File: src/rtl/uart_rx_frame_unpacker_if.sv
// Frame-capture inputs and byte-stream outputs of uart_rx_frame_unpacker.
// master = the unpacker itself; slave = the receiver/consumer side.
interface uart_rx_frame_unpacker_if #(
  parameter int BYTE_SIZE    = 8,
  parameter int MAX_MSG_LEN  = 255,
  parameter int DATA_BYTES   = $clog2(MAX_MSG_LEN),
  parameter int IN_DATA_SIZE = DATA_BYTES * BYTE_SIZE,
  parameter int DROP_CNT_W   = 8
);
  logic [BYTE_SIZE-1:0]    i_opt;
  logic [BYTE_SIZE-1:0]    i_len;
  logic [IN_DATA_SIZE-1:0] i_data;
  logic                    i_valid;
  logic [BYTE_SIZE-1:0]    m_data;
  logic                    m_valid;
  logic                    m_ready;
  logic                    m_first;
  logic                    m_last;
  logic [BYTE_SIZE-1:0]    m_opt;
  logic                    o_busy;
  logic [DROP_CNT_W-1:0]   o_drop_cnt;

  modport master (
    input  i_opt, i_len, i_data, i_valid, m_ready,
    output m_data, m_valid, m_first, m_last, m_opt, o_busy, o_drop_cnt
  );

  modport slave (
    output i_opt, i_len, i_data, i_valid, m_ready,
    input  m_data, m_valid, m_first, m_last, m_opt, o_busy, o_drop_cnt
  );
endinterface

File: src/rtl/uart_rx_frame_unpacker.sv
// Two-slot frame buffer replaying received UART frames as a valid/ready byte stream.
// Define UART_UNPACK_HDR_EN to prefix every frame with opt and len header beats.
module uart_rx_frame_unpacker #(
  parameter int BYTE_SIZE    = 8,
  parameter int MAX_MSG_LEN  = 255,
  parameter int DATA_BYTES   = $clog2(MAX_MSG_LEN),
  parameter int IN_DATA_SIZE = DATA_BYTES * BYTE_SIZE,
  parameter int DROP_CNT_W   = 8
) (
  input  logic CLK,
  input  logic RST,
  uart_rx_frame_unpacker_if.master bus
);
  localparam int CNT_W = $clog2(DATA_BYTES + 2);

`ifdef UART_UNPACK_HDR_EN
  typedef enum logic [1:0] {S_IDLE, S_HDR_OPT, S_HDR_LEN, S_DATA} state_t;
`else
  typedef enum logic {S_IDLE, S_DATA} state_t;
`endif

  state_t                  state_q, state_d;
  logic [CNT_W-1:0]        beat_q, beat_d;
  logic                    m_valid_q, m_valid_d;
  logic                    m_first_q, m_first_d;
  logic                    m_last_q, m_last_d;
  logic [BYTE_SIZE-1:0]    m_data_q, m_data_d;
  logic [BYTE_SIZE-1:0]    m_opt_q, m_opt_d;
  logic [DROP_CNT_W-1:0]   drop_cnt_q, drop_cnt_d;
  logic                    rd_ptr_q, rd_ptr_d;
  logic                    wr_ptr_q, wr_ptr_d;
  logic [1:0]              slot_full_q, slot_full_d;
  logic [BYTE_SIZE-1:0]    slot_opt_q [2];
  logic [BYTE_SIZE-1:0]    slot_opt_d [2];
  logic [BYTE_SIZE-1:0]    slot_len_q [2];
  logic [BYTE_SIZE-1:0]    slot_len_d [2];
  logic [IN_DATA_SIZE-1:0] slot_data_q [2];
  logic [IN_DATA_SIZE-1:0] slot_data_d [2];

  logic [CNT_W-1:0]        n_in, n_rd, n_src;
  logic [BYTE_SIZE-1:0]    src_opt;
  logic [IN_DATA_SIZE-1:0] src_data;
  logic                    storable, xfer, frame_done, wr_en;
  logic [1:0]              full_after_free;

  function automatic logic [CNT_W-1:0] clip_len(input logic [BYTE_SIZE-1:0] len);
    if (len > BYTE_SIZE'(DATA_BYTES)) return CNT_W'(DATA_BYTES);
    return CNT_W'(len);
  endfunction

  // Beat k of an n-byte payload; the newest byte sits in the low bits.
  function automatic logic [BYTE_SIZE-1:0] beat_byte(input logic [IN_DATA_SIZE-1:0] data,
                                                     input logic [CNT_W-1:0] n,
                                                     input logic [CNT_W-1:0] k);
    logic [CNT_W-1:0] pos;
    pos = n - k - 1'b1;
    return BYTE_SIZE'(data >> (int'(pos) * BYTE_SIZE));
  endfunction

  always_comb begin
    state_d     = state_q;
    beat_d      = beat_q;
    m_valid_d   = m_valid_q;
    m_first_d   = m_first_q;
    m_last_d    = m_last_q;
    m_data_d    = m_data_q;
    m_opt_d     = m_opt_q;
    drop_cnt_d  = drop_cnt_q;
    rd_ptr_d    = rd_ptr_q;
    wr_ptr_d    = wr_ptr_q;
    slot_opt_d  = slot_opt_q;
    slot_len_d  = slot_len_q;
    slot_data_d = slot_data_q;

    n_in = clip_len(bus.i_len);
    n_rd = clip_len(slot_len_q[rd_ptr_q]);
`ifdef UART_UNPACK_HDR_EN
    storable = 1'b1;
`else
    storable = (n_in != '0);
`endif
    xfer       = m_valid_q && bus.m_ready;
    frame_done = xfer && m_last_q;

    // A slot freed by the last beat is writable in that same cycle.
    full_after_free = slot_full_q;
    if (frame_done) begin
      full_after_free[rd_ptr_q] = 1'b0;
      rd_ptr_d                  = ~rd_ptr_q;
    end
    wr_en       = bus.i_valid && storable && !full_after_free[wr_ptr_q];
    slot_full_d = full_after_free;
    if (wr_en) begin
      slot_opt_d[wr_ptr_q]  = bus.i_opt;
      slot_len_d[wr_ptr_q]  = bus.i_len;
      slot_data_d[wr_ptr_q] = bus.i_data;
      slot_full_d[wr_ptr_q] = 1'b1;
      wr_ptr_d              = ~wr_ptr_q;
    end
    if (bus.i_valid && storable && !wr_en && (drop_cnt_q != '1))
      drop_cnt_d = drop_cnt_q + 1'b1;

    // With the read slot empty the buffer is empty, so wr_ptr == rd_ptr and the
    // frame arriving now is the one to start: bypass it for one-cycle latency.
    if (slot_full_q[rd_ptr_q]) begin
      src_opt  = slot_opt_q[rd_ptr_q];
      src_data = slot_data_q[rd_ptr_q];
      n_src    = n_rd;
    end else begin
      src_opt  = bus.i_opt;
      src_data = bus.i_data;
      n_src    = n_in;
    end

    case (state_q)
      S_IDLE: begin
        if (slot_full_q[rd_ptr_q] || wr_en) begin
          m_valid_d = 1'b1;
          m_first_d = 1'b1;
          m_opt_d   = src_opt;
          beat_d    = '0;
`ifdef UART_UNPACK_HDR_EN
          state_d   = S_HDR_OPT;
          m_data_d  = src_opt;
          m_last_d  = 1'b0;
`else
          state_d   = S_DATA;
          m_data_d  = beat_byte(src_data, n_src, '0);
          m_last_d  = (n_src == CNT_W'(1));
`endif
        end
      end
`ifdef UART_UNPACK_HDR_EN
      S_HDR_OPT: begin
        if (xfer) begin
          state_d   = S_HDR_LEN;
          m_data_d  = slot_len_q[rd_ptr_q];
          m_first_d = 1'b0;
          m_last_d  = (n_rd == '0);
        end
      end
      S_HDR_LEN: begin
        if (xfer) begin
          if (m_last_q) begin
            state_d   = S_IDLE;
            m_valid_d = 1'b0;
            m_last_d  = 1'b0;
          end else begin
            state_d  = S_DATA;
            beat_d   = '0;
            m_data_d = beat_byte(slot_data_q[rd_ptr_q], n_rd, '0);
            m_last_d = (n_rd == CNT_W'(1));
          end
        end
      end
`endif
      S_DATA: begin
        if (xfer) begin
          m_first_d = 1'b0;
          if (m_last_q) begin
            state_d   = S_IDLE;
            m_valid_d = 1'b0;
            m_last_d  = 1'b0;
          end else begin
            beat_d   = beat_q + 1'b1;
            m_data_d = beat_byte(slot_data_q[rd_ptr_q], n_rd, beat_d);
            m_last_d = (beat_d == n_rd - 1'b1);
          end
        end
      end
      default: state_d = S_IDLE;
    endcase
  end

  always_ff @(posedge CLK or posedge RST) begin
    if (RST) begin
      state_q     <= S_IDLE;
      beat_q      <= '0;
      m_valid_q   <= 1'b0;
      m_first_q   <= 1'b0;
      m_last_q    <= 1'b0;
      m_data_q    <= '0;
      m_opt_q     <= '0;
      drop_cnt_q  <= '0;
      rd_ptr_q    <= 1'b0;
      wr_ptr_q    <= 1'b0;
      slot_full_q <= '0;
      slot_opt_q  <= '{default: '0};
      slot_len_q  <= '{default: '0};
      slot_data_q <= '{default: '0};
    end else begin
      state_q     <= state_d;
      beat_q      <= beat_d;
      m_valid_q   <= m_valid_d;
      m_first_q   <= m_first_d;
      m_last_q    <= m_last_d;
      m_data_q    <= m_data_d;
      m_opt_q     <= m_opt_d;
      drop_cnt_q  <= drop_cnt_d;
      rd_ptr_q    <= rd_ptr_d;
      wr_ptr_q    <= wr_ptr_d;
      slot_full_q <= slot_full_d;
      slot_opt_q  <= slot_opt_d;
      slot_len_q  <= slot_len_d;
      slot_data_q <= slot_data_d;
    end
  end

  assign bus.m_data     = m_data_q;
  assign bus.m_valid    = m_valid_q;
  assign bus.m_first    = m_first_q;
  assign bus.m_last     = m_last_q;
  assign bus.m_opt      = m_opt_q;
  assign bus.o_busy     = |slot_full_q;
  assign bus.o_drop_cnt = drop_cnt_q;
endmodule

File: src/flat_wrapper.sv
// flat-port wrapper written by rule: the top's interface ports become plain ports
module uart_rx_frame_unpacker_flat 
#(
  parameter int BYTE_SIZE    = 8,
  parameter int MAX_MSG_LEN  = 255,
  parameter int DATA_BYTES   = $clog2(MAX_MSG_LEN),
  parameter int IN_DATA_SIZE = DATA_BYTES * BYTE_SIZE,
  parameter int DROP_CNT_W   = 8
)
  (CLK, RST, bus_i_opt, bus_i_len, bus_i_data, bus_i_valid, bus_m_ready, bus_m_data, bus_m_valid, bus_m_first, bus_m_last, bus_m_opt, bus_o_busy, bus_o_drop_cnt);
  uart_rx_frame_unpacker_if #(.BYTE_SIZE(BYTE_SIZE), .MAX_MSG_LEN(MAX_MSG_LEN), .DATA_BYTES(DATA_BYTES), .IN_DATA_SIZE(IN_DATA_SIZE), .DROP_CNT_W(DROP_CNT_W)) bus_i ();
  input  logic CLK;
  input  logic RST;
  input wire logic [$bits(bus_i.i_opt)-1:0] bus_i_opt;
  input wire logic [$bits(bus_i.i_len)-1:0] bus_i_len;
  input wire logic [$bits(bus_i.i_data)-1:0] bus_i_data;
  input wire logic [$bits(bus_i.i_valid)-1:0] bus_i_valid;
  input wire logic [$bits(bus_i.m_ready)-1:0] bus_m_ready;
  output wire logic [$bits(bus_i.m_data)-1:0] bus_m_data;
  output wire logic [$bits(bus_i.m_valid)-1:0] bus_m_valid;
  output wire logic [$bits(bus_i.m_first)-1:0] bus_m_first;
  output wire logic [$bits(bus_i.m_last)-1:0] bus_m_last;
  output wire logic [$bits(bus_i.m_opt)-1:0] bus_m_opt;
  output wire logic [$bits(bus_i.o_busy)-1:0] bus_o_busy;
  output wire logic [$bits(bus_i.o_drop_cnt)-1:0] bus_o_drop_cnt;
  assign bus_i.i_opt = bus_i_opt;
  assign bus_i.i_len = bus_i_len;
  assign bus_i.i_data = bus_i_data;
  assign bus_i.i_valid = bus_i_valid;
  assign bus_i.m_ready = bus_m_ready;
  assign bus_m_data = bus_i.m_data;
  assign bus_m_valid = bus_i.m_valid;
  assign bus_m_first = bus_i.m_first;
  assign bus_m_last = bus_i.m_last;
  assign bus_m_opt = bus_i.m_opt;
  assign bus_o_busy = bus_i.o_busy;
  assign bus_o_drop_cnt = bus_i.o_drop_cnt;
  uart_rx_frame_unpacker #(.BYTE_SIZE(BYTE_SIZE), .MAX_MSG_LEN(MAX_MSG_LEN), .DATA_BYTES(DATA_BYTES), .IN_DATA_SIZE(IN_DATA_SIZE), .DROP_CNT_W(DROP_CNT_W)) u_core (.CLK(CLK), .RST(RST), .bus(bus_i));
endmodule
File: config.mk
export PLATFORM = sky130hd
export DESIGN_NAME = uart_rx_frame_unpacker_flat
export DESIGN_NICKNAME = d
export VERILOG_FILES = /design/src/rtl/uart_rx_frame_unpacker_if.sv /design/src/rtl/uart_rx_frame_unpacker.sv /design/src/flat_wrapper.sv
export SDC_FILE = /design/constraint.sdc
export NUM_CORES = 1
export LEC_CHECK = 0
export BUFFER_PORTS_ARGS = -buffer_cell sky130_fd_sc_hd__buf_4
export CAP_MARGIN = 20
export CORE_AREA = 2 2 190 192
export CTS_BUF_LIST = sky130_fd_sc_hd__clkbuf_2
export CTS_CLUSTER_DIAMETER = 150
export DETAILED_ROUTE_END_ITERATION = 6
export DIE_AREA = 0 0 192 194
export GPL_TIMING_DRIVEN = 0
export PLACE_DENSITY_LB_ADDON = 0.05
export SYNTH_ARGS = -nofsm -noshare
export SYNTH_HDL_FRONTEND = slang
export SYNTH_SLANG_ARGS = --single-unit
File: constraint.sdc
create_clock -name CLK -period 11.05 [get_ports CLK]
set_input_delay 3.315 -clock CLK [delete_from_list [all_inputs] [get_ports CLK]]
set_output_delay 3.315 -clock CLK [all_outputs]
set_load 0.005 [all_outputs]
==> results.py, run 1 <==
metrics = {
    "outcome": {
        "status": "finished, final reports clean",
    },
    "die": {
        "floorplan.rows": 69,
        "core_area_um2": 35200,
        "initial_core_util_pct": 32.7,
        "die-area_um2": 37200,
        "die_y_um": 194,
        "die_w_um": 192,
        "io_pins": 112,
    },
    "setup_path": {
        "cp.required_ns": 11.86,
        "rr_startpoint": "u_core.rd_ptr_q$_DFFE_PP0P_",
        "cpLargestDelayFamily": "compound AO/OA/AOI/OAI gates",
        "r2r-end": "u_core.bus.m_data[2]$_DFFE_PP0P_",
        "reg2reg_depth": 13,
        "worst-setup-path-type": "in2reg",
        "crit_path_end_kind": "flop",
        "worst_path_max_delay_cell": "a311oi_2",
        "max_stage_delay_ns": 0.93,
        "rrSetupSlack_ns": 6.18,
        "setup.worst_path.start": "bus_i_len[4]",
        "cp_num_buf_inv": 3,
        "cp_cell_sequence": "buf_4 > nor3_1 > and3_1 > nor2_2 > ha_1 > clkbuf_1 > a311oi_2 > nor2_1 > buf_2 > o221ai_1 > a32oi_1 > o211ai_1",
        "crit_fanout": 10,
        "critPathArrivalTime_ns": 7.70,
        "startpoint_type": "primary input",
        "cp.depth": 12,
        "critPathCapture": "u_core.bus.m_data[2]$_DFFE_PP0P_",
    },
    "detailed_routing": {
        "first_pass_iters": 5,
        "routed_wl_um": 42900,
        "wire_per_inst_um": 27.0,
        "viasPerCell": 5.69,
        "ant_nets": 0,
        "drt_first_iter_violations": 643,
        "vias": 9054,
        "drcViolationCount": 0,
    },
    "finish": {
        "fillers": 3571,
        "final_core_util_pct": 37.5,
        "register_area_um2": 4900,
        "multi_input_area_um2": 6260,
        "layout-drive-gt1-share_pct": 39.0,
        "nNetsFinal": 1208,
        "area_growth_pct": 14.9,
    },
    "clock_tree": {
        "post_cts_resized": 0,
        "cts_buffers": 17,
        "cts_tree": "yes",
        "cts.clk_slew.worst_paths_ns": 0.29,
        "cts_max_path_buffers": 2,
        "cts_setup_buffers": 0,
        "clock-sinks": 196,
        "cts_root_buf": "clkbuf_2",
        "clk_latency_ns": 0.87,
        "htreeDepth": 4,
        "cts_hold_buf": 0,
    },
    "grt": {
        "grt_start_max_net_pins": 103,
        "gr-total-overflow": 0,
        "gr-usage-all-layers_pct": 23.4,
        "grt_pass1_vias": 8943,
        "grt_pass1_wl_um": 62400,
        "grt_antenna_before_repair": 2,
    },
    "yosys": {
        "synthCells": 980,
        "synth_area_leaders": "dfrtp_1 (43%), mux2_2 (19%), mux4_2 (6.5%)",
        "yosys.area_share.simple_pct": 9.12,
        "synthMuxAreaShare_pct": 31.5,
        "synth_top_area_cell": "dfrtp_1",
        "yosys.cell_types.count": 75,
        "synth.avg_cell_area_um2": 11.7,
        "async_flop_share_pct": 100,
        "synth_nets": 1072,
        "synth_top_area_share_pct": 42.6,
        "synth_top_family_by_area": "multiplexers",
        "synthFlopType": "dfrtp_1",
        "ys_seq_area_share_pct": 42.6,
        "synth_edf_count": 0,
        "yosys_warnings": 0,
        "postSynthRegisterBits": 196,
        "synth-xor-area-share_pct": 1.22,
        "synthesis.area_um2": 11500,
        "synthAdderAreaFrac_pct": 0.870,
        "synth-compound-area-share_pct": 11.6,
    },
    "sta": {
        "rsz0062_at_grt": "no",
        "drv_slew": 0,
        "fin_crit_ns": 6.89,
        "worst_hold_slack_ns": 0.513,
        "fmax_mhz": 145,
        "setup_viol": 0,
        "hold_viol": 0,
        "slew_headroom_pct": 22.2,
        "finClkSkew_ns": 0.0537,
        "tightest_slew_ns": 1.17,
        "post-route-period-util_pct": 62.4,
    },
    "placement": {
        "gp_congestion": 0.854,
        "portBuffers": 110,
        "hpwl_um": 31000,
    },
    "pwr": {
        "powerDensity_nw_per_um2": 216,
        "power.static_leakage_uw": 0.00543,
        "max-vdd-ir-drop_v": 0.0000819,
    },
    "flow_run": {
        "drv_cap": 0,
    },
    "min_path": {
        "hold_class": "reg2reg",
    },
}
[stage by stage]
stage                     std cells  area, um2  total power [uW]  TNS [ns]  setup slack (ns)
after floorplan                 980      11500              2100         0              2.39
after global placement         1551      12900              2490   -119.13            -0.638
after detailed placement       1557      13000              2510         0              3.43
after CTS                      1589      13200              2870         0              4.38
after global routing           1592      13200              3060         0              4.06
final                          1592      13200              2860         0              4.16
[registers in the layout (all words and copies together), names as in the netlist]
register and count:
u_core.rd_ptr_q 1, u_core.bus.m_last 1, u_core.beat_q 4, u_core.slot_opt_q 16, u_core.bus.m_first 1, u_core.bus.o_drop_cnt 8, u_core.slot_full_q 2, u_core.bus.m_opt 8
u_core.slot_data_q 128, u_core.wr_ptr_q 1, u_core.bus.m_valid 1, u_core.slot_len_q 16, u_core.bus.m_data 8, u_core.state_q 1
[synth_stat cells, drive strengths merged, types with 5 or more instances]
cell	n
a21oi	48
a221oi	14
a31oi	8
a41oi	5
and3	14
buf	46
clkbuf	16
dfrtp	196
ha	8
inv	12
mux2	198
mux2i	63
mux4	33
nand2	67
nand2b	13
nand3	20
nand4	12
nor2	38
nor3	5
nor4	8
o211ai	16
o21a	9
o21ai	33
o221ai	13
o2bb2ai	5
o31ai	5
xnor2	7
xor2	9
[power breakdown]
part / internal, uW / total (uW) / switching (uW)
combinational: 644 / 1250 / 611
sequential: 1020 / 1260 / 236
clock: 80.5 / 349 / 269
[cell usage in the layout (no fill, tap or decap), types with 7 or more instances in the layout]
| cell type | n |
|---|---|
| a31oi_1 | 8 |
| buf_4 | 116 |
| clkbuf_2 | 18 |
| xor2_1 | 9 |
| mux2_2 | 197 |
| nand2b_1 | 13 |
| mux2i_1 | 62 |
| buf_2 | 38 |
| clkbuf_1 | 15 |
| o21ai_0 | 32 |
| nor2_1 | 36 |
| mux4_2 | 33 |
| o221ai_1 | 13 |
| xnor2_1 | 7 |
| a221oi_1 | 14 |
| inv_1 | 10 |
| o21a_1 | 9 |
| a21oi_1 | 48 |
| dfrtp_1 | 196 |
| nand4_1 | 12 |
| nand2_1 | 67 |
| nand3_1 | 19 |
| and3_1 | 13 |
| o211ai_1 | 16 |
| ha_1 | 8 |
[how the worst min path moves through the flow]
| stage | start | endpoint | slack, ns | cells past startpoint |
|---|---|---|---|---|
| after floorplan | u_core.beat_q[1]$_DFFE_PP0P_ | u_core.beat_q[1]$_DFFE_PP0P_ | 0.47 | 2 |
| after global placement | u_core.bus.m_first$_DFFE_PP0P_ | u_core.bus.m_first$_DFFE_PP0P_ | 0.46 | 1 |
| after detailed placement | u_core.bus.m_first$_DFFE_PP0P_ | u_core.bus.m_first$_DFFE_PP0P_ | 0.47 | 1 |
| after CTS | u_core.bus.o_drop_cnt[5]$_DFFE_PP0P_ | u_core.bus.o_drop_cnt[5]$_DFFE_PP0P_ | 0.52 | 1 |
| after global routing | u_core.bus.o_drop_cnt[5]$_DFFE_PP0P_ | u_core.bus.o_drop_cnt[5]$_DFFE_PP0P_ | 0.54 | 1 |
| final | u_core.bus.o_drop_cnt[5]$_DFFE_PP0P_ | u_core.bus.o_drop_cnt[5]$_DFFE_PP0P_ | 0.51 | 1 |
[final cells by class]
class                   instances  share of cell area [%]
clock buffers                  18                   0.681
multi-input cells             710                    47.3
diodes                          2                  0.0378
clock inverters                14                   0.833
well taps                     461                    4.36
repair buffers                117                    6.93
plain buffers                  62                    2.34
flip-flops and latches        196                    37.1
inverters                      12                   0.397
[layer usage]
metal	up-vias	track usage (%)	share of wire, %
met3	29	3.73	4.2
li1	4026	-	-
met4	0	4.47	1.1
met2	245	36.5	47
met1	4754	34.3	48
met5	-	0	0
[cells by family after synthesis]
kind of cell,Yosys count
xor gates and xnor gates,16
AOI/OAI and AO/OA,193
muxes,294
buffers and inverters,74
adders and majority gates,8
and+or+nand+nor,199
DFF,196
Note: power is estimated with default switching activity, not from simulation.
==> run 2: changes to the inputs <==
==> constraint.sdc (replaced) <==
create_clock -name CLK -period 6.1 [get_ports CLK]
set_input_delay 1.83 -clock CLK [delete_from_list [all_inputs] [get_ports CLK]]
set_output_delay 1.83 -clock CLK [all_outputs]
set_load 0.005 [all_outputs]
==> run 2 against run 1 <==
  * Flip-flop and latch count did not move
  * Final cell count rose by 0.25%
  * Register-to-register slack worse by 5.0 ns
  * Largest cell class unchanged
  * Highest routed layer unchanged
==> results.py, run 2 (synthesis gave the netlist of run 1 again) <==
metrics = {
    "outcome": {
        "status": "finished, final reports clean",
    },
    "finish": {
        "largest_reg_flops": 128,
        "top_regs": "u_core.slot_data_q: 128 flops, u_core.slot_len_q: 16 flops, u_core.slot_opt_q: 16 flops",
        "area_growth_pct": 15.9,
        "mostFrequentLayoutCell": "mux2_2",
        "final_cell_mix": "mux2_2 (197), dfrtp_1 (196), buf_4 (116)",
        "layout-drive-gt1-share_pct": 39.2,
        "fillers": 3576,
        "top_register": "u_core.slot_data_q",
        "fin_area_um2": 13300,
        "nNetsFinal": 1212,
    },
    "die": {
        "core_area_um2": 35200,
        "io_pins": 112,
        "die_y_um": 194,
        "die-area_um2": 37200,
        "floorplan.rows": 69,
        "die_w_um": 192,
        "initial_core_util_pct": 32.7,
    },
    "clock_tree": {
        "cts_max_path_buffers": 2,
        "clock-sinks": 196,
        "clk_latency_ns": 0.86,
        "htreeDepth": 4,
        "cts_setup_buffers": 0,
        "post_cts_resized": 0,
        "cts_root_buf": "clkbuf_2",
        "cts_tree": "yes",
        "cts_buffers": 17,
        "cts_hold_buf": 0,
        "cts.clk_slew.worst_paths_ns": 0.29,
    },
    "grt": {
        "grt_pass1_wl_um": 62800,
        "grt_pass1_vias": 9124,
        "grt_start_max_net_pins": 40,
        "grt_antenna_before_repair": 2,
        "gr-total-overflow": 0,
        "gr-usage-all-layers_pct": 23.5,
    },
    "min_path": {
        "hold_class": "reg2reg",
    },
    "setup_path": {
        "crit_fanout": 10,
        "crit_path_end_kind": "flop",
        "worst-setup-path-type": "in2reg",
        "cp_num_buf_inv": 3,
        "critPathArrivalTime_ns": 6.25,
        "max_stage_delay_ns": 0.83,
        "cp.required_ns": 6.84,
        "cpLargestDelayFamily": "simple AND/OR/NAND/NOR gates",
        "worst_path_max_delay_cell": "nor3_1",
        "startpoint_type": "primary input",
        "cp_cell_sequence": "buf_4 > nor3_1 > and3_1 > nor2_2 > ha_1 > nor4b_2 > buf_4 > nand2_1 > nor2_1 > buf_2 > a221oi_1 > nand3_1 > o211ai_1 > o211ai_1",
    },
    "placement": {
        "place_area_um2": 13100,
        "hpwl_um": 31500,
        "portBuffers": 110,
        "place_ws_ns": -0.101,
        "gp_congestion": 0.858,
    },
    "sta": {
        "slew_headroom_pct": 19.3,
        "setup_ws_ns": 0.588,
        "setup_viol": 0,
        "hold_viol": 0,
        "worst_hold_slack_ns": 0.519,
        "fmax_mhz": 181,
        "post-route-period-util_pct": 90.4,
        "finClkSkew_ns": 0.0544,
        "fin_crit_ns": 5.51,
        "rsz0062_at_grt": "no",
        "drv_slew": 0,
        "tightest_slew_ns": 1.21,
    },
    "detailed_routing": {
        "wire_per_inst_um": 26.9,
        "viasPerCell": 5.67,
        "vias": 9054,
        "routed_wl_um": 42900,
        "drt_first_iter_violations": 634,
        "drcViolationCount": 0,
        "first_pass_iters": 5,
        "ant_nets": 0,
    },
    "pwr": {
        "clkPwrFrac_pct": 13.7,
        "p_int_uw": 3250,
        "powerDensity_nw_per_um2": 394,
        "p_seq_share_pct": 43.2,
        "pwr-share-comb_pct": 43.1,
        "max-vdd-ir-drop_v": 0.000129,
        "p_sw_share_pct": 38.2,
        "switchingPower_uw": 2010,
        "power.static_leakage_uw": 0.00548,
    },
    "flow_run": {
        "drv_cap": 0,
    },
}
run 2: path summary, 6_finish.rpt:
| path | start | endpoint | slack [ns] | cells after the start |
|---|---|---|---|---|
| worst max-delay path | bus_i_len[4] | u_core.bus.m_data[4]$_DFFE_PP0P_ | 0.59 | 14 |
| worst min-delay path | u_core.bus.o_drop_cnt[7]$_DFFE_PP0P_ | u_core.bus.o_drop_cnt[7]$_DFFE_PP0P_ | 0.52 | 1 |
| worst max register to register | u_core.rd_ptr_q$_DFFE_PP0P_ | u_core.bus.m_data[4]$_DFFE_PP0P_ | 1.14 | 15 |
| worst min register to register | u_core.bus.o_drop_cnt[7]$_DFFE_PP0P_ | u_core.bus.o_drop_cnt[7]$_DFFE_PP0P_ | 0.52 | 1 |
| max in group asynchronous | RST | u_core.slot_data_q[12]$_DFFE_PP0P_ | 4.13 | 4 |
| min in group asynchronous | RST | u_core.slot_data_q[63]$_DFFE_PP0P_ | 1.04 | 2 |
run 2: per-stage QoR:
| stage | cells | TNS, ns | utilization, % | total power, uW |
|---|---|---|---|---|
| final | 1596 | 0 | 37.9 | 5260 |
| after global routing | 1596 | 0 | 37.9 | 5610 |
| after CTS | 1594 | 0 | 37.9 | 5290 |
| after detailed placement | 1562 | -0.150 | 37.2 | 4560 |
| after global placement | 1551 | -2.26 | 36.7 | 4510 |
| after floorplan | 980 | 0 | - | 3800 |
run 2: layer usage:
metal  vias to the layer above  part of all wire, %  global-route usage, %
met3                        28                  4.8                   3.96
met5                         -                    0                      0
li1                       4038                    -                      -
met2                       250                   46                   36.8
met1                      4738                   47                   33.7
met4                         0                  1.8                   5.74
run 2: power groups by stage:
stage          Sequential, uW  Combinational [uW]  Clock [uW]
6_report                 2270                2270         718
5_1_grt                  2360                2460         799
4_1_cts                  2270                2260         759
3_5_place_dp             2300                2250           0
3_3_place_gp             2290                2220           0
2_1_floorplan            2160                1640           0
run 2: final cells by class:
type | instances | area (um2) | share of cell area (%)
clock inverter | 14 | 156 | 1.17
inverter | 12 | 48.8 | 0.366
antenna | 2 | 5.00 | 0.0375
sequential | 196 | 4900 | 36.8
timing repair buffer | 121 | 990 | 7.42
buffer | 62 | 309 | 2.32
tap | 461 | 577 | 4.32
multi-input combinational | 710 | 6260 | 46.9
clock buffer | 18 | 90.1 | 0.675
==> run 3: changes to the inputs <==
--- a/config.mk
+++ b/config.mk
@@ -5,13 +5,14 @@
 export SDC_FILE = /design/constraint.sdc
 export NUM_CORES = 1
 export LEC_CHECK = 0
+export ABC_AREA = 1
 export BUFFER_PORTS_ARGS = -buffer_cell sky130_fd_sc_hd__buf_4
 export CAP_MARGIN = 20
-export CORE_AREA = 2 2 190 192
+export CORE_AREA = 2 2 185 187
 export CTS_BUF_LIST = sky130_fd_sc_hd__clkbuf_2
 export CTS_CLUSTER_DIAMETER = 150
 export DETAILED_ROUTE_END_ITERATION = 6
-export DIE_AREA = 0 0 192 194
+export DIE_AREA = 0 0 187 189
 export GPL_TIMING_DRIVEN = 0
 export PLACE_DENSITY_LB_ADDON = 0.05
 export SYNTH_ARGS = -nofsm -noshare
==> run 3 against run 2 <==
  * First-iteration DRC count rose by 43%
  * Highest routed layer unchanged
  * Fmax rose by 22%
  * Core utilization rose by 0.16 points
  * Critical path depth rose by 5
  * Total power fell by 58%
==> results.py, run 3 <==
metrics = {
    "clock_tree": {
        "cts_setup_buffers": 0,
        "clock-sinks": 196,
        "clk_latency_ns": 0.89,
        "cts_tree": "yes",
        "cts_root_buf": "clkbuf_2",
        "post_cts_resized": 0,
        "htreeDepth": 4,
        "cts_max_path_buffers": 2,
        "cts_hold_buf": 0,
        "cts.clk_slew.worst_paths_ns": 0.27,
        "cts_buffers": 17,
    },
    "yosys": {
        "synth_area_leaders": "dfrtp_1 (45%), nand2_1 (17%), o21ai_0 (11%)",
        "synth_common_cells": "nand2_1 (485), o21ai_0 (234), dfrtp_1 (196)",
        "synth_top_area_cell": "dfrtp_1",
        "synthesis.area_um2": 10900,
        "yosys_warnings": 0,
        "synthCells": 1502,
        "yosys.cell_types.count": 38,
        "synthFlopType": "dfrtp_1",
        "synth_nets": 1594,
        "async_flop_share_pct": 100,
        "postSynthRegisterBits": 196,
        "synth_edf_count": 0,
        "synth.avg_cell_area_um2": 7.26,
        "synth_most_common_cell": "nand2_1",
        "synth_top_area_share_pct": 45.0,
        "ys_seq_area_share_pct": 45.0,
    },
    "finish": {
        "largest_reg_flops": 128,
        "fillers": 3667,
        "final_cell_mix": "nand2_1 (485), o21ai_0 (234), dfrtp_1 (196)",
        "top_regs": "u_core.slot_data_q: 128 flops, u_core.slot_len_q: 16 flops, u_core.slot_opt_q: 16 flops",
        "top_register": "u_core.slot_data_q",
        "mostFrequentLayoutCell": "nand2_1",
        "register_area_um2": 4900,
        "fin_area_um2": 12700,
        "layout-drive-gt1-share_pct": 14.0,
        "area_growth_pct": 16.1,
        "nNetsFinal": 1730,
        "multi_input_area_um2": 4960,
    },
    "pwr": {
        "p_seq_share_pct": 60.7,
        "power.static_leakage_uw": 0.00648,
        "switchingPower_uw": 644,
        "p_sw_share_pct": 29.0,
        "pwr-share-comb_pct": 8.5,
        "powerDensity_nw_per_um2": 175,
        "total_power_uw": 2220,
        "clkPwrFrac_pct": 30.7,
        "max-vdd-ir-drop_v": 0.000114,
        "p_int_uw": 1580,
    },
    "detailed_routing": {
        "ant_nets": 0,
        "drt_first_iter_violations": 905,
        "routed_wl_um": 41700,
        "viasPerCell": 4.96,
        "first_pass_iters": 5,
        "vias": 10400,
        "wire_per_inst_um": 19.8,
        "drcViolationCount": 0,
    },
    "setup_path": {
        "rr_startpoint": "u_core.rd_ptr_q$_DFFE_PP0P_",
        "worst-setup-path-type": "in2reg",
        "startpoint_type": "primary input",
        "critPathArrivalTime_ns": 5.34,
        "rrSetupSlack_ns": 1.88,
        "cp_cell_sequence": "buf_4 > nor2_1 > nand4_1 > nor2_2 > nand2_2 > nand2_4 > inv_2 > ha_1 > clkbuf_1 > buf_1 > nor2_1 > a21oi_1 > nand2_1 > nand3_1 > nand3_1 > nand3_1 > nand2_1 > nand2_1 > nand2_1",
        "reg2reg_depth": 19,
        "crit_path_end_kind": "flop",
        "crit_fanout": 10,
        "r2r-end": "u_core.bus.m_data[7]$_DFFE_PP0P_",
        "cp.required_ns": 6.91,
        "worst_path_max_delay_cell": "buf_1",
        "max_stage_delay_ns": 0.67,
        "crit_top_cell": "nand2_1",
    },
    "placement": {
        "place_area_um2": 12400,
        "place_ws_ns": 0.689,
        "portBuffers": 111,
        "hpwl_um": 30600,
        "gp_congestion": 0.893,
    },
    "sta": {
        "slew_headroom_pct": 42.4,
        "rsz0062_at_grt": "no",
        "fin_crit_ns": 4.53,
        "fmax_mhz": 221,
        "setup_ws_ns": 1.57,
        "tightest_slew_ns": 0.864,
        "hold_viol": 0,
        "setup_tns_ns": 0,
        "setup_viol": 0,
        "worst_hold_slack_ns": 0.510,
        "finClkSkew_ns": 0.0405,
        "drv_slew": 0,
        "post-route-period-util_pct": 74.2,
    },
    "outcome": {
        "status": "finished, final reports clean",
    },
    "grt": {
        "grt_pass1_vias": 10000,
        "grt_pass1_wl_um": 63100,
        "gr-total-overflow": 0,
        "grt_antenna_before_repair": 1,
        "grt_start_max_net_pins": 38,
        "gr-usage-all-layers_pct": 23.9,
    },
    "die": {
        "die_w_um": 187,
        "io_pins": 112,
        "floorplan.rows": 67,
        "die_y_um": 189,
        "initial_core_util_pct": 32.8,
        "core_area_um2": 33300,
        "die-area_um2": 35300,
    },
    "min_path": {
        "worstHoldStart": "u_core.slot_data_q[36]$_DFFE_PP0P_",
        "holdPathStages": 2,
        "hold_class": "reg2reg",
        "hold_path_end": "u_core.slot_data_q[36]$_DFFE_PP0P_",
    },
    "flow_run": {
        "drv_cap": 0,
    },
}
run 3: through the flow:
step / util [%] / std cells
floorplan: - / 1502
global placement: 37.0 / 2061
detailed placement: 37.3 / 2067
CTS: 38.0 / 2099
global route: 38.0 / 2100
finish: 38.0 / 2100
run 3: how the worst max path moves through the flow:
| stage | from | endpoint | slack (ns) | cells after the start |
|---|---|---|---|---|
| final | bus_i_len[4] | u_core.bus.m_data[7]$_DFFE_PP0P_ | 1.57 | 19 |
| after global routing | bus_i_len[4] | u_core.bus.m_data[7]$_DFFE_PP0P_ | 1.36 | 19 |
| after CTS | bus_i_len[4] | u_core.bus.m_data[7]$_DFFE_PP0P_ | 1.70 | 19 |
| after detailed placement | bus_i_len[4] | u_core.bus.m_data[7]$_DFFE_PP0P_ | 0.69 | 19 |
| after global placement | RST | u_core.slot_data_q[34]$_DFFE_PP0P_ | 0.11 | 2 |
| after floorplan | RST | u_core.beat_q[0]$_DFFE_PP0P_ | 1.74 | 1 |
run 3: logic make-up after synthesis:
logic type / share of synthesized area (%)
adders and majority gates: 0.918
muxes: 2.79
xor gates and xnor gates: 1.12
and+or+nand+nor: 26.3
AOI/OAI and AO/OA: 14.4
DFF: 45.0
buffers and inverters: 9.51
run 3: critical path, delay by kind of cell:
kind | cells | cell delay [ns]
simple gates | 13 | 1.63
buf+inv | 4 | 1.32
fa+ha+maj | 1 | 0.36
compound gates | 1 | 0.18
run 3: area by class of cell:
cell class                      instances  area share (%)
Multi-Input combinational cell       1053            39.2
Sequential cell                       196            38.8
Timing Repair Buffer                  117            7.53
Inverter                              164            4.89
Tap cell                              448            4.43
Buffer                                 89            3.33
Clock inverter                         15            1.19
Clock buffer                           17           0.672
Antenna cell                            1          0.0198
run 3: metal layers:
layer  up-vias  track usage [%]  part of all wire (%)
met5         -                0                     0
met4         0             7.30                   2.1
met3        44             3.71                   5.5
met2       311             38.3                    46
met1      4995             33.4                    47
li1       5064                -                     -
run 3: power by group through the flow:
stage          clock [uW]  sequential, uW  combinational [uW]
4_1_cts               712            1350                 194
2_1_floorplan           0            1370                68.9
3_5_place_dp            0            1370                 193
6_report              682            1350                 189
3_3_place_gp            0            1370                 184
5_1_grt               760            1350                 210
